[config.mk]
export PLATFORM = sky130hd
export DESIGN_NAME = alu_input_sequencer
export DESIGN_NICKNAME = d
export VERILOG_FILES = /design/src/rtl/alu_input_sequencer.sv
export SDC_FILE = /design/constraint.sdc
export NUM_CORES = 1
export LEC_CHECK = 0
export BUFFER_PORTS_ARGS = -buffer_cell sky130_fd_sc_hd__buf_2
export CAP_MARGIN = 20
export CELL_PAD_IN_SITES_DETAIL_PLACEMENT = 1
export CELL_PAD_IN_SITES_GLOBAL_PLACEMENT = 2
export CORE_MARGIN = 3
export CORE_UTILIZATION = 40
export DETAILED_ROUTE_END_ITERATION = 16
export PLACE_DENSITY_LB_ADDON = 0.1
export SYNTH_ARGS = -nofsm -noshare
export SYNTH_HDL_FRONTEND = slang
export SYNTH_SLANG_ARGS = --single-unit
[constraint.sdc]
create_clock -name clock -period 2.1 [get_ports clock]
set_input_delay 0.315 -clock clock [delete_from_list [all_inputs] [get_ports clock]]
set_output_delay 0.315 -clock clock [all_outputs]
set_load 0.1 [all_outputs]
[src/rtl/alu_input_sequencer.sv]
// -----------------------------------------------------------------------------
// alu_input_sequencer
//
// Front-end control for the registered ALU datapath. Two raw pushbuttons
// (enter, undo) are synchronised, debounced and edge-detected, then drive a
// small step machine that walks the operator through A -> B -> OpCode ->
// result. The machine issues one-cycle load strobes to the datapath and shows
// the current step on four one-hot LEDs.
//
// Handshake: there is no valid/ready pair here. Each strobe output is a
// single-cycle pulse that the datapath must act on in that same cycle; at most
// one strobe is high in any cycle.
//
// Ports
//   clock       in   system clock, rising edge
//   reset       in   asynchronous, active-high; clears all state
//   btn_enter   in   raw pushbutton, asynchronous, high = pressed
//   btn_undo    in   raw pushbutton, asynchronous, high = pressed
//   load_A      out  strobe: capture data_in into A
//   load_B      out  strobe: capture data_in into B
//   load_Op     out  strobe: capture data_in[1:0] into OpCode
//   updateRes   out  strobe: capture ALU Result/Flags
//   state_leds  out  one-hot step indicator {RES,OP,B,A}
//
// Parameters
//   DEBOUNCE_CYCLES  consecutive stable cycles before a button level is
//                    accepted (must be >= 2)
// -----------------------------------------------------------------------------
module alu_input_sequencer #(
   parameter int DEBOUNCE_CYCLES = 200000
) (
   input  logic       clock,
   input  logic       reset,
   input  logic       btn_enter,
   input  logic       btn_undo,
   output logic       load_A,
   output logic       load_B,
   output logic       load_Op,
   output logic       updateRes,
   output logic [3:0] state_leds
);

   localparam int            CW      = $clog2(DEBOUNCE_CYCLES);
   localparam logic [CW-1:0] CNT_MAX = CW'(DEBOUNCE_CYCLES - 1);

   // Bit 0 carries the enter path, bit 1 the undo path; both are identical.
   logic [1:0]    sync1_q, sync1_d;
   logic [1:0]    sync2_q, sync2_d;
   logic [1:0]    db_level_q, db_level_d;
   logic [1:0]    db_prev_q, db_prev_d;
   logic [CW-1:0] cnt_q [2];
   logic [CW-1:0] cnt_d [2];
   logic [1:0]    press;
   logic          enter_p;
   logic          undo_p;

   // Synchroniser, debounce counter and edge detector for both buttons.
   always_comb begin
      sync1_d    = {btn_undo, btn_enter};
      sync2_d    = sync1_q;
      db_level_d = db_level_q;
      db_prev_d  = db_level_q;
      for (int i = 0; i < 2; i++) begin
         cnt_d[i] = '0;
         // The counter only runs while the synchronised input disagrees with
         // the accepted level; any bounce back to agreement restarts it.
         if (sync2_q[i] != db_level_q[i]) begin
            if (cnt_q[i] == CNT_MAX) begin
               db_level_d[i] = sync2_q[i];
            end else begin
               cnt_d[i] = cnt_q[i] + CW'(1);
            end
         end
      end
   end

   always_ff @(posedge clock or posedge reset) begin
      if (reset) begin
         sync1_q    <= '0;
         sync2_q    <= '0;
         db_level_q <= '0;
         db_prev_q  <= '0;
         cnt_q[0]   <= '0;
         cnt_q[1]   <= '0;
      end else begin
         sync1_q    <= sync1_d;
         sync2_q    <= sync2_d;
         db_level_q <= db_level_d;
         db_prev_q  <= db_prev_d;
         cnt_q[0]   <= cnt_d[0];
         cnt_q[1]   <= cnt_d[1];
      end
   end

   // One-cycle pulse on the debounced rising edge only.
   assign press = db_level_q & ~db_prev_q;

   // Simultaneous presses cancel each other out.
   assign enter_p = press[0] & ~press[1];
   assign undo_p  = press[1] & ~press[0];

   typedef enum logic [2:0] {
      S_A   = 3'd0,
      S_B   = 3'd1,
      S_OP  = 3'd2,
      S_UPD = 3'd3,
      S_RES = 3'd4
   } state_t;

   state_t state_q;

   always_ff @(posedge clock or posedge reset) begin
      if (reset) begin
         state_q    <= S_A;
         load_A     <= 1'b0;
         load_B     <= 1'b0;
         load_Op    <= 1'b0;
         updateRes  <= 1'b0;
         state_leds <= 4'b0001;
      end else begin
         load_A    <= 1'b0;
         load_B    <= 1'b0;
         load_Op   <= 1'b0;
         updateRes <= 1'b0;
         case (state_q)
            S_A: begin
               if (enter_p) begin
                  load_A     <= 1'b1;
                  state_q    <= S_B;
                  state_leds <= 4'b0010;
               end
            end
            S_B: begin
               if (enter_p) begin
                  load_B     <= 1'b1;
                  state_q    <= S_OP;
                  state_leds <= 4'b0100;
               end else if (undo_p) begin
                  state_q    <= S_A;
                  state_leds <= 4'b0001;
               end
            end
            S_OP: begin
               if (enter_p) begin
                  load_Op    <= 1'b1;
                  state_q    <= S_UPD;
                  state_leds <= 4'b1000;
               end else if (undo_p) begin
                  state_q    <= S_B;
                  state_leds <= 4'b0010;
               end
            end
            S_UPD: begin
               // One cycle after load_Op so the OpCode register has settled
               // before the result is captured. Presses here are dropped.
               updateRes  <= 1'b1;
               state_q    <= S_RES;
               state_leds <= 4'b1000;
            end
            S_RES: begin
               if (enter_p) begin
                  state_q    <= S_A;
                  state_leds <= 4'b0001;
               end else if (undo_p) begin
                  state_q    <= S_OP;
                  state_leds <= 4'b0100;
               end
            end
            default: begin
               state_q    <= S_A;
               state_leds <= 4'b0001;
            end
         endcase
      end
   end

endmodule

Yosys cells after proc, flatten, opt, wreduce, memory -nomap -nowiden. Index checks and enable logic that the tools add are counted.

Add/subtract/negate cells: 2. Equality and inequality tests: 12. Reductions and logical operators: 4. Bitwise logic cells: 6. Multiplexer cells: 25.

Operator list (number): 18-bit two-way mux (4); 18-bit by 1-bit adder with 18-bit output, second input constant (2); 18-bit equality test, second input constant (2); 4-bit two-way mux (7); 3-bit two-way mux (7); 4-bit case mux with 5 select lines (1); 3-bit case mux with 5 select lines (1); 3-bit inequality test, second input constant (3); 3-bit by 2-bit equality test with 1-bit output, second input constant (2); 1-bit two-way mux (5); 2-bit AND reduction (2); 4-bit AND reduction (1); 3-bit by 1-bit equality test with 1-bit output, second input constant (1); 3-bit equality test, second input constant (1); 3-bit zero test (1); 1-bit AND (2); 2-bit AND (1); 1-bit inequality test (2); 2-bit inequality test, second input constant (1); 1-bit inverter (2); 2-bit inverter (1).

Output and inout port bits: 8. Flip-flop bits (word level): 55. Input bits: 4. Word-level logic and storage cells: 62.

Longest topological paths before layout. Gate-level depths: netlist (run 1).

Word-level depth: 7. Mapped depth: 8. Gate-level depth less buffers: 7.

Worst setup path after synthesis (run 1). OpenSTA, ideal clock, no wires.

Path kind: reg2reg. Start point: reg db_level_q[1]. End point: reg state_leds[1]. Data required time: 1974 ps. Library setup time: 126 ps. Buffers on the path: 0. Stages on the path, launching flop included: 8. Period minus slack after synthesis: 1810 ps. Arrival: 1684 ps. Path slack: 290 ps. Path through: dfrtp_1 > nand2b_1 > inv_1 > ha_1 > nand2b_1 > a31oi_1 > o21ai_1 > mux2_2.

Word-level cells in the longest chain between the ends: 5. Elaborated cells on any way between the ends: 13. Classes of those cells: 4 x eq/ne; 4 x mux; 4 x bitwise; 1 x reduce/logical.

RTL lines: start, declared (RTL line 49) `logic [1:0] db_level_q, db_level_d;`; start signal, assigned (RTL line 88) `db_level_q <= db_level_d;`; 2-bit AND * (RTL line 96) `assign press = db_level_q & ~db_prev_q;`; 1-bit inverter (RTL line 99) `assign enter_p = press[0] & ~press[1];`; 1-bit AND (RTL line 99); 4-bit two-way mux, or another cell as far along (RTL line 161) `if (enter_p) begin`; 4-bit case mux with 5 select lines or 4-bit AND reduction (tied branches); end signal, assigned (RTL line 130) `state_leds <= 4'b0010;`; end signal, assigned (RTL line 163) `state_leds <= 4'b0001;`; end signal, assigned (RTL line 166) `state_leds <= 4'b0100;`; end, declared (RTL line 40) `output logic [3:0] state_leds`.

Every way passes the cells marked *; elsewhere a longest branch is shown, timed or not. A chain may end at the register's enable or synchronous reset.

==> impl_metrics.yaml, run 1 <==
clocking:
  clkLatencyLatePin_ps: 310
  cts_inserted_buffers: 5
  clk_pin_slew_ps: 100
  clk_path_buf_depth: 2
  h-tree-depth: 2
  post_cts_buffers: 0
  ctsHoldBuffers: 0
  cts_tree: "done"
  root_buffer: "clkbuf_8"
  clock_sinks: 55
synthesis:
  syn-cell-area_mm2: 0.00263
  synth-edff-count: 0
  syn-num-nets: 269
  post_synth_and_or_nand_nor_area_fraction_pct: 24.3
  yosysTopAreaCell: "dfrtp_1"
  synth_seq_cells: 55
  yosysSeqAreaShare_pct: 52.4
  synthTopCellsByArea: "dfrtp_1 51%, xnor2_1 7.3%, nor2_1 6.6%, nand4_1 3.1%, xor2_1 2.7%"
  ys_warn_count: 0
  synth_adder_area_share_pct: 1.90
  syn_inst: 261
  synth_xor_area_share_pct: 9.99
  syn_avg_cell_area_um2: 10.1
  synth_top_family_by_area: "simple AND/OR/NAND/NOR gates"
  synth_compound_area_share_pct: 4.47
  synth.top_cell.area_share_pct: 51.4
  yosys.cell_types.count: 42
  synth_ff_type: "dfrtp_1"
  async_flop_share_pct: 100
  muxShareOfSynthArea_pct: 3.71
placement:
  hpwl_um: 3770
  gp_congestion: 0.746
  io_buffer_count: 11
  dpl.cell_count: 347
critical_path:
  critPathArrivalTime_ps: 2130
  end_kind: "flop"
  required_ps: 2340
  start_kind: "flop"
  cp_max_fo: 6
  crit_type: "flop to flop"
die:
  start_util_pct: 42.9
  fp.dieW_um: 87.1
  num_rows: 28
  die_height_um: 87.1
  die_area_mm2: 0.00758
  ioPinCount: 12
  coreArea_mm2: 0.00613
finish:
  fillCellCount: 716
  fin_nets: 287
  multi_input_area_mm2: 0.00117
  n_antenna_cell: 0
  mostFrequentLayoutCells: "54 x dfrtp_1, 46 x nor2_1, 22 x xnor2_1"
  syn_to_final_growth_pct: 12.1
  drive_gt1_share_pct: 15.4
  seqCellArea_mm2: 0.00138
  finalNonFillerCells: 355
  final_common_cell: "dfrtp_1"
job:
  drv_cap: 0
drt:
  vias: 1909
  drc_errors: 0
  routed_wl_um: 5310
  viasPerCell: 5.38
  drt_iter0_markers: 72
  wire_per_inst_um: 15.0
  drtPass1Iterations: 4
  drtAntennaViolNets: 0
sta:
  hold_ws_ps: 28.4
  rsz0062_at_grt: "false"
  slew_violations: 0
  setup_tns_ps: 0
  finalHoldViolCount: 0
  setup_viol: 0
  fin_skew_ps: 14.7
  tightest_slew_ps: 493
  fin_crit_sh_pct: 90.2
  fmax_ghz: 0.528
  slew_headroom_pct: 67.3
  period_minus_slack_ps: 1890
global_routing:
  antenna_found_initial: 0
  grt_max_degree: 56
  grt_pass1_vias: 1995
  grt_overflow: 0
  grt_usage_pct: 15.9
  grt_pass1_wl_um: 9600
power_and_ir_drop:
  ir_drop_v: 0.000384
  p_leak_nw: 1.27
  finalPower_mw: 1.90
  power.density_mw_per_mm2: 643
min_path:
  hold_class: "input pin to asynchronous set/reset pin"
outcome:
  run_status: "completed"
[per-layer routing]
| metal | vias to the layer above | track usage (%) | part of all wire (%) |
|---|---|---|---|
| met4 | 0 | 3.82 | 0.87 |
| met2 | 18 | 26.4 | 47 |
| met1 | 953 | 21.1 | 50 |
| met5 | - | 0 | 0 |
| li1 | 934 | - | - |
| met3 | 4 | 3.69 | 2.8 |
[area by class of cell]
cell class,instances,area share (%)
Sequential cell,55,46.7
Multi-Input combinational cell,184,39.7
Timing Repair Buffer,21,4.84
Tap cell,75,3.18
Clock buffer,6,2.80
Inverter,12,1.53
Clock inverter,2,1.19
[state kept, by name, indices dropped and copies added, names as in the netlist]
register / count
cnt_q: 36
db_level_q: 2
db_prev_q: 2
load_A: 1
load_B: 1
load_Op: 1
state_leds: 4
state_q: 3
sync1_q: 2
sync2_q: 2
updateRes: 1
[cells by family (layout without fill, tap and decap cells)]
| logic type | Yosys count | count (layout) |
|---|---|---|
| AND/OR/NAND/NOR | 122 | 122 |
| flip-flops | 55 | 55 |
| XOR/XNOR | 30 | 30 |
| buffers and inverters | 22 | 41 |
| AO/OA/AOI/OAI | 19 | 19 |
| multiplexers | 9 | 9 |
| adder cells (fa/ha/maj) | 4 | 4 |
[worst max-delay path, cell delays in order, from the launching register on]
cell and delay (ps):
dfrtp_1 480, nand4_2 220, or4_4 600, or3_1 360, a21oi_1 160
[worst paths after layout]
path,from,to,slack (ps),cells past startpoint
min reg2reg,sync1_q[0]$_DFF_PP0_,sync2_q[0]$_DFF_PP0_,390,0
max in group asynchronous,reset,state_leds[0]$_DFFE_PP1P_,1780,3
min,reset,state_leds[3]$_DFFE_PP0P_,30,3
min in group clock,btn_enter,sync1_q[0]$_DFF_PP0_,110,1
max,cnt_q[5]$_DFF_PP0_,cnt_q[17]$_DFF_PP0_,210,4
max reg2reg,cnt_q[5]$_DFF_PP0_,cnt_q[17]$_DFF_PP0_,210,4
[where the power goes]
group	switching [mW]	internal, mW	total, mW
clock network	0.353	0.387	0.739
logic	0.0497	0.0237	0.0735
registers	0.0118	1.07	1.08
total	0.414	1.48	1.90
[per-stage QoR]
| step | util, % | cell area [um^2] | worst slack, ps |
|---|---|---|---|
| after global placement | 46.1 | 2830 | 144 |
| after CTS | 48.0 | 2940 | 51.6 |
| after detailed placement | 46.1 | 2830 | 69.4 |
| after global routing | 48.1 | 2950 | 36.6 |
| after floorplan | - | 2630 | 290 |
| final | 48.1 | 2950 | 207 |
[Yosys cell counts (8+ instances only)]
cell	count
dfrtp_1	54
nor2_1	46
xnor2_1	22
nand4_1	13
inv_1	12
nand3_1	12
nand2_1	11
nor3_1	10
nor4_1	10
clkbuf_1	8
xor2_1	8
[what timing repair did]
item                       CTS  global route
resized for setup            0             1
hold endpoints to repair     0             0
setup endpoints to repair    0             3
No activity file was read; power rests on OpenSTA's default activity.
==> inputs of run 2 (changes only) <==
--- a/config.mk
+++ b/config.mk
@@ -5,12 +5,13 @@
 export SDC_FILE = /design/constraint.sdc
 export NUM_CORES = 1
 export LEC_CHECK = 0
+export ABC_AREA = 1
 export BUFFER_PORTS_ARGS = -buffer_cell sky130_fd_sc_hd__buf_2
 export CAP_MARGIN = 20
 export CELL_PAD_IN_SITES_DETAIL_PLACEMENT = 1
 export CELL_PAD_IN_SITES_GLOBAL_PLACEMENT = 2
 export CORE_MARGIN = 3
-export CORE_UTILIZATION = 40
+export CORE_UTILIZATION = 37
 export DETAILED_ROUTE_END_ITERATION = 16
 export PLACE_DENSITY_LB_ADDON = 0.1
 export SYNTH_ARGS = -nofsm -noshare
==> run 2 against run 1 <==
  * Combinational power is 12% lower
  * First-iteration DRC count is 49% lower
  * Hold slack better by 12 ps
  * Synthesized cell count is 28% higher
  * Power is 7.6% lower
  * Sequential share of layout area is 2.0 points lower
  * Global-route usage is 0.41 points lower
  * Final area is 4.5% higher
  * Critical path type unchanged
==> impl_metrics.yaml, run 2 <==
die:
  ioPinCount: 12
  start_util_pct: 38.2
  fp.dieW_um: 92.8
  num_rows: 31
  die_area_mm2: 0.00862
  die_height_um: 92.8
  coreArea_mm2: 0.00729
finish:
  regMostFlops: "cnt_q"
  multi_input_area_mm2: 0.00127
  top_regs: "cnt_q x36, state_leds x4, state_q x3"
  fin_nets: 361
  largest_register_ffs: 36
  final_common_cell: "nor2_1"
  seqCellArea_mm2: 0.00138
  fillCellCount: 904
  finalNonFillerCells: 453
  stdcell_area_mm2: 0.00308
  syn_to_final_growth_pct: 10.4
  n_antenna_cell: 0
  mostFrequentLayoutCells: "75 x nor2_1, 62 x nand2_1, 54 x dfrtp_1"
  drive_gt1_share_pct: 14.4
  utilization_pct: 42.2
synthesis:
  syn_avg_cell_area_um2: 8.35
  synth.top_cell.area_share_pct: 48.5
  async_flop_share_pct: 100
  synth_ff_type: "dfrtp_1"
  yosysTopAreaCell: "dfrtp_1"
  syn_inst: 334
  syn-num-nets: 342
  synth_seq_cells: 55
  synthTopCellsByArea: "dfrtp_1 48%, nor2_1 10%, nand2_1 8.3%, inv_1 4.4%, xor2_1 4.4%"
  syn-cell-area_mm2: 0.00279
  ys_warn_count: 0
  yosysSeqAreaShare_pct: 49.4
  synth-edff-count: 0
  yosys.cell_types.count: 30
  synth.most_common_cell: "nor2_1"
  synth_common_cells: "75 x nor2_1, 62 x nand2_1, 54 x dfrtp_1"
global_routing:
  grt_max_degree: 56
  antenna_found_initial: 0
  grt_pass1_wl_um: 10800
  globalRouteMet3Util_pct: 2.76
  busiest_layer: "met2"
  grt_pass1_vias: 2287
  met1_usage_pct: 21.4
  grt_overflow: 0
  use_met2_pct: 25.0
  grt_usage_pct: 15.5
sta:
  rsz0062_at_grt: "false"
  period_minus_slack_ps: 1630
  fin_ws_ps: 473
  slew_headroom_pct: 67.4
  slew_violations: 0
  setup_tns_ps: 0
  fin_crit_sh_pct: 77.5
  tightest_slew_ps: 492
  hold_ws_ps: 39.9
  fmax_ghz: 0.615
  fin_skew_ps: 10.9
  finalHoldViolCount: 0
  setup_viol: 0
placement:
  io_buffer_count: 11
  hpwl_um: 4350
  placed_area_mm2: 0.00299
  gp_congestion: 0.755
  pre_cts_ws_ps: 470
  dpl.cell_count: 445
clocking:
  cts_tree: "done"
  ctsHoldBuffers: 0
  cts_inserted_buffers: 5
  clock_sinks: 55
  post_cts_buffers: 0
  clkLatencyLatePin_ps: 310
  cts_resized: 0
  root_buffer: "clkbuf_8"
  clk_path_buf_depth: 2
  h-tree-depth: 2
  clk_pin_slew_ps: 100
critical_path:
  start_kind: "flop"
  cp_max_fo: 6
  timing.critical_path.buf_inv: 2
  worst_path_max_delay_cell: "dfrtp_1"
  crit_family: "simple AND/OR/NAND/NOR gates"
  crit_path_frequent_cell: "inv_1"
  crit_type: "flop to flop"
  crit_chain: "inv_1, nor2_1, inv_1, ha_1, a211oi_1, nand2_1, nand2_4, o21ai_1"
  required_ps: 2310
  end_kind: "flop"
  critPathArrivalTime_ps: 1830
  crit_path_max_incr_delay_ps: 440
min_path:
  hold_class: "input pin to asynchronous set/reset pin"
drt:
  viasPerCell: 4.66
  drt_iter0_markers: 37
  wire_per_inst_um: 12.9
  routed_wl_um: 5840
  vias: 2111
  drtAntennaViolNets: 0
  drtPass1Iterations: 4
  drc_errors: 0
power_and_ir_drop:
  finalPower_mw: 1.75
  ir_drop_v: 0.000303
  p_leak_nw: 1.41
  power.density_mw_per_mm2: 569
outcome:
  run_status: "completed"
job:
  drv_cap: 0
## run 2: logic make-up (layout without fill, tap and decap cells)
family	after synthesis	count (layout)	share of synthesized area (%)
buffers and inverters	38	58	5.11
AOI/OAI and AO/OA	21	21	4.67
DFF	55	55	49.4
adders and majority gates	4	4	1.79
and+or+nand+nor	199	199	33.4
xor gates and xnor gates	17	17	5.61
## run 2: area by class of cell
type                    count  share of cell area (%)
clock buffers               5                    2.23
clock inverters             3                   0.731
multi-input cells         241                    41.2
well taps                  99                    4.02
flip-flops and latches     55                    44.7
inverters                  38                    4.63
repair buffers             12                    2.44
## run 2: final timing paths
kind                                           startpoint                   endpoint  slack [ps]  cells after the start
worst min-delay path                                reset           load_B$_DFF_PP0_          40                      3
min in group clock                               btn_undo       sync1_q[1]$_DFF_PP0_         100                      1
max in group asynchronous                           reset  state_leds[0]$_DFFE_PP1P_        1780                      3
worst max-delay path            db_level_q[0]$_DFFE_PP0P_     state_q[0]$_DFFE_PP0P_         470                      8
worst max register to register  db_level_q[0]$_DFFE_PP0P_     state_q[0]$_DFFE_PP0P_         470                      8
worst min register to register       sync1_q[0]$_DFF_PP0_       sync2_q[0]$_DFF_PP0_         360                      0
## run 2: power by group
part / switching, mW / internal, mW / total, mW
Clock: 0.366 / 0.240 / 0.606
Combinational: 0.0467 / 0.0180 / 0.0646
Sequential: 0.0103 / 1.07 / 1.08
Total: 0.422 / 1.33 / 1.75
## run 2: per-layer routing
layer	vias to the layer above	wire length (um)
met5	-	0
met4	0	46
met3	4	114
met2	14	2710
met1	1009	2970
li1	1084	-
## run 2: worst reg2reg max path, stage by stage, from the launching register on
cell      delay (ps)
dfrtp_1          440
inv_1             60
nor2_1           130
inv_1             60
ha_1             200
a211oi_1         240
nand2_1          190
nand2_4          140
o21ai_1           60
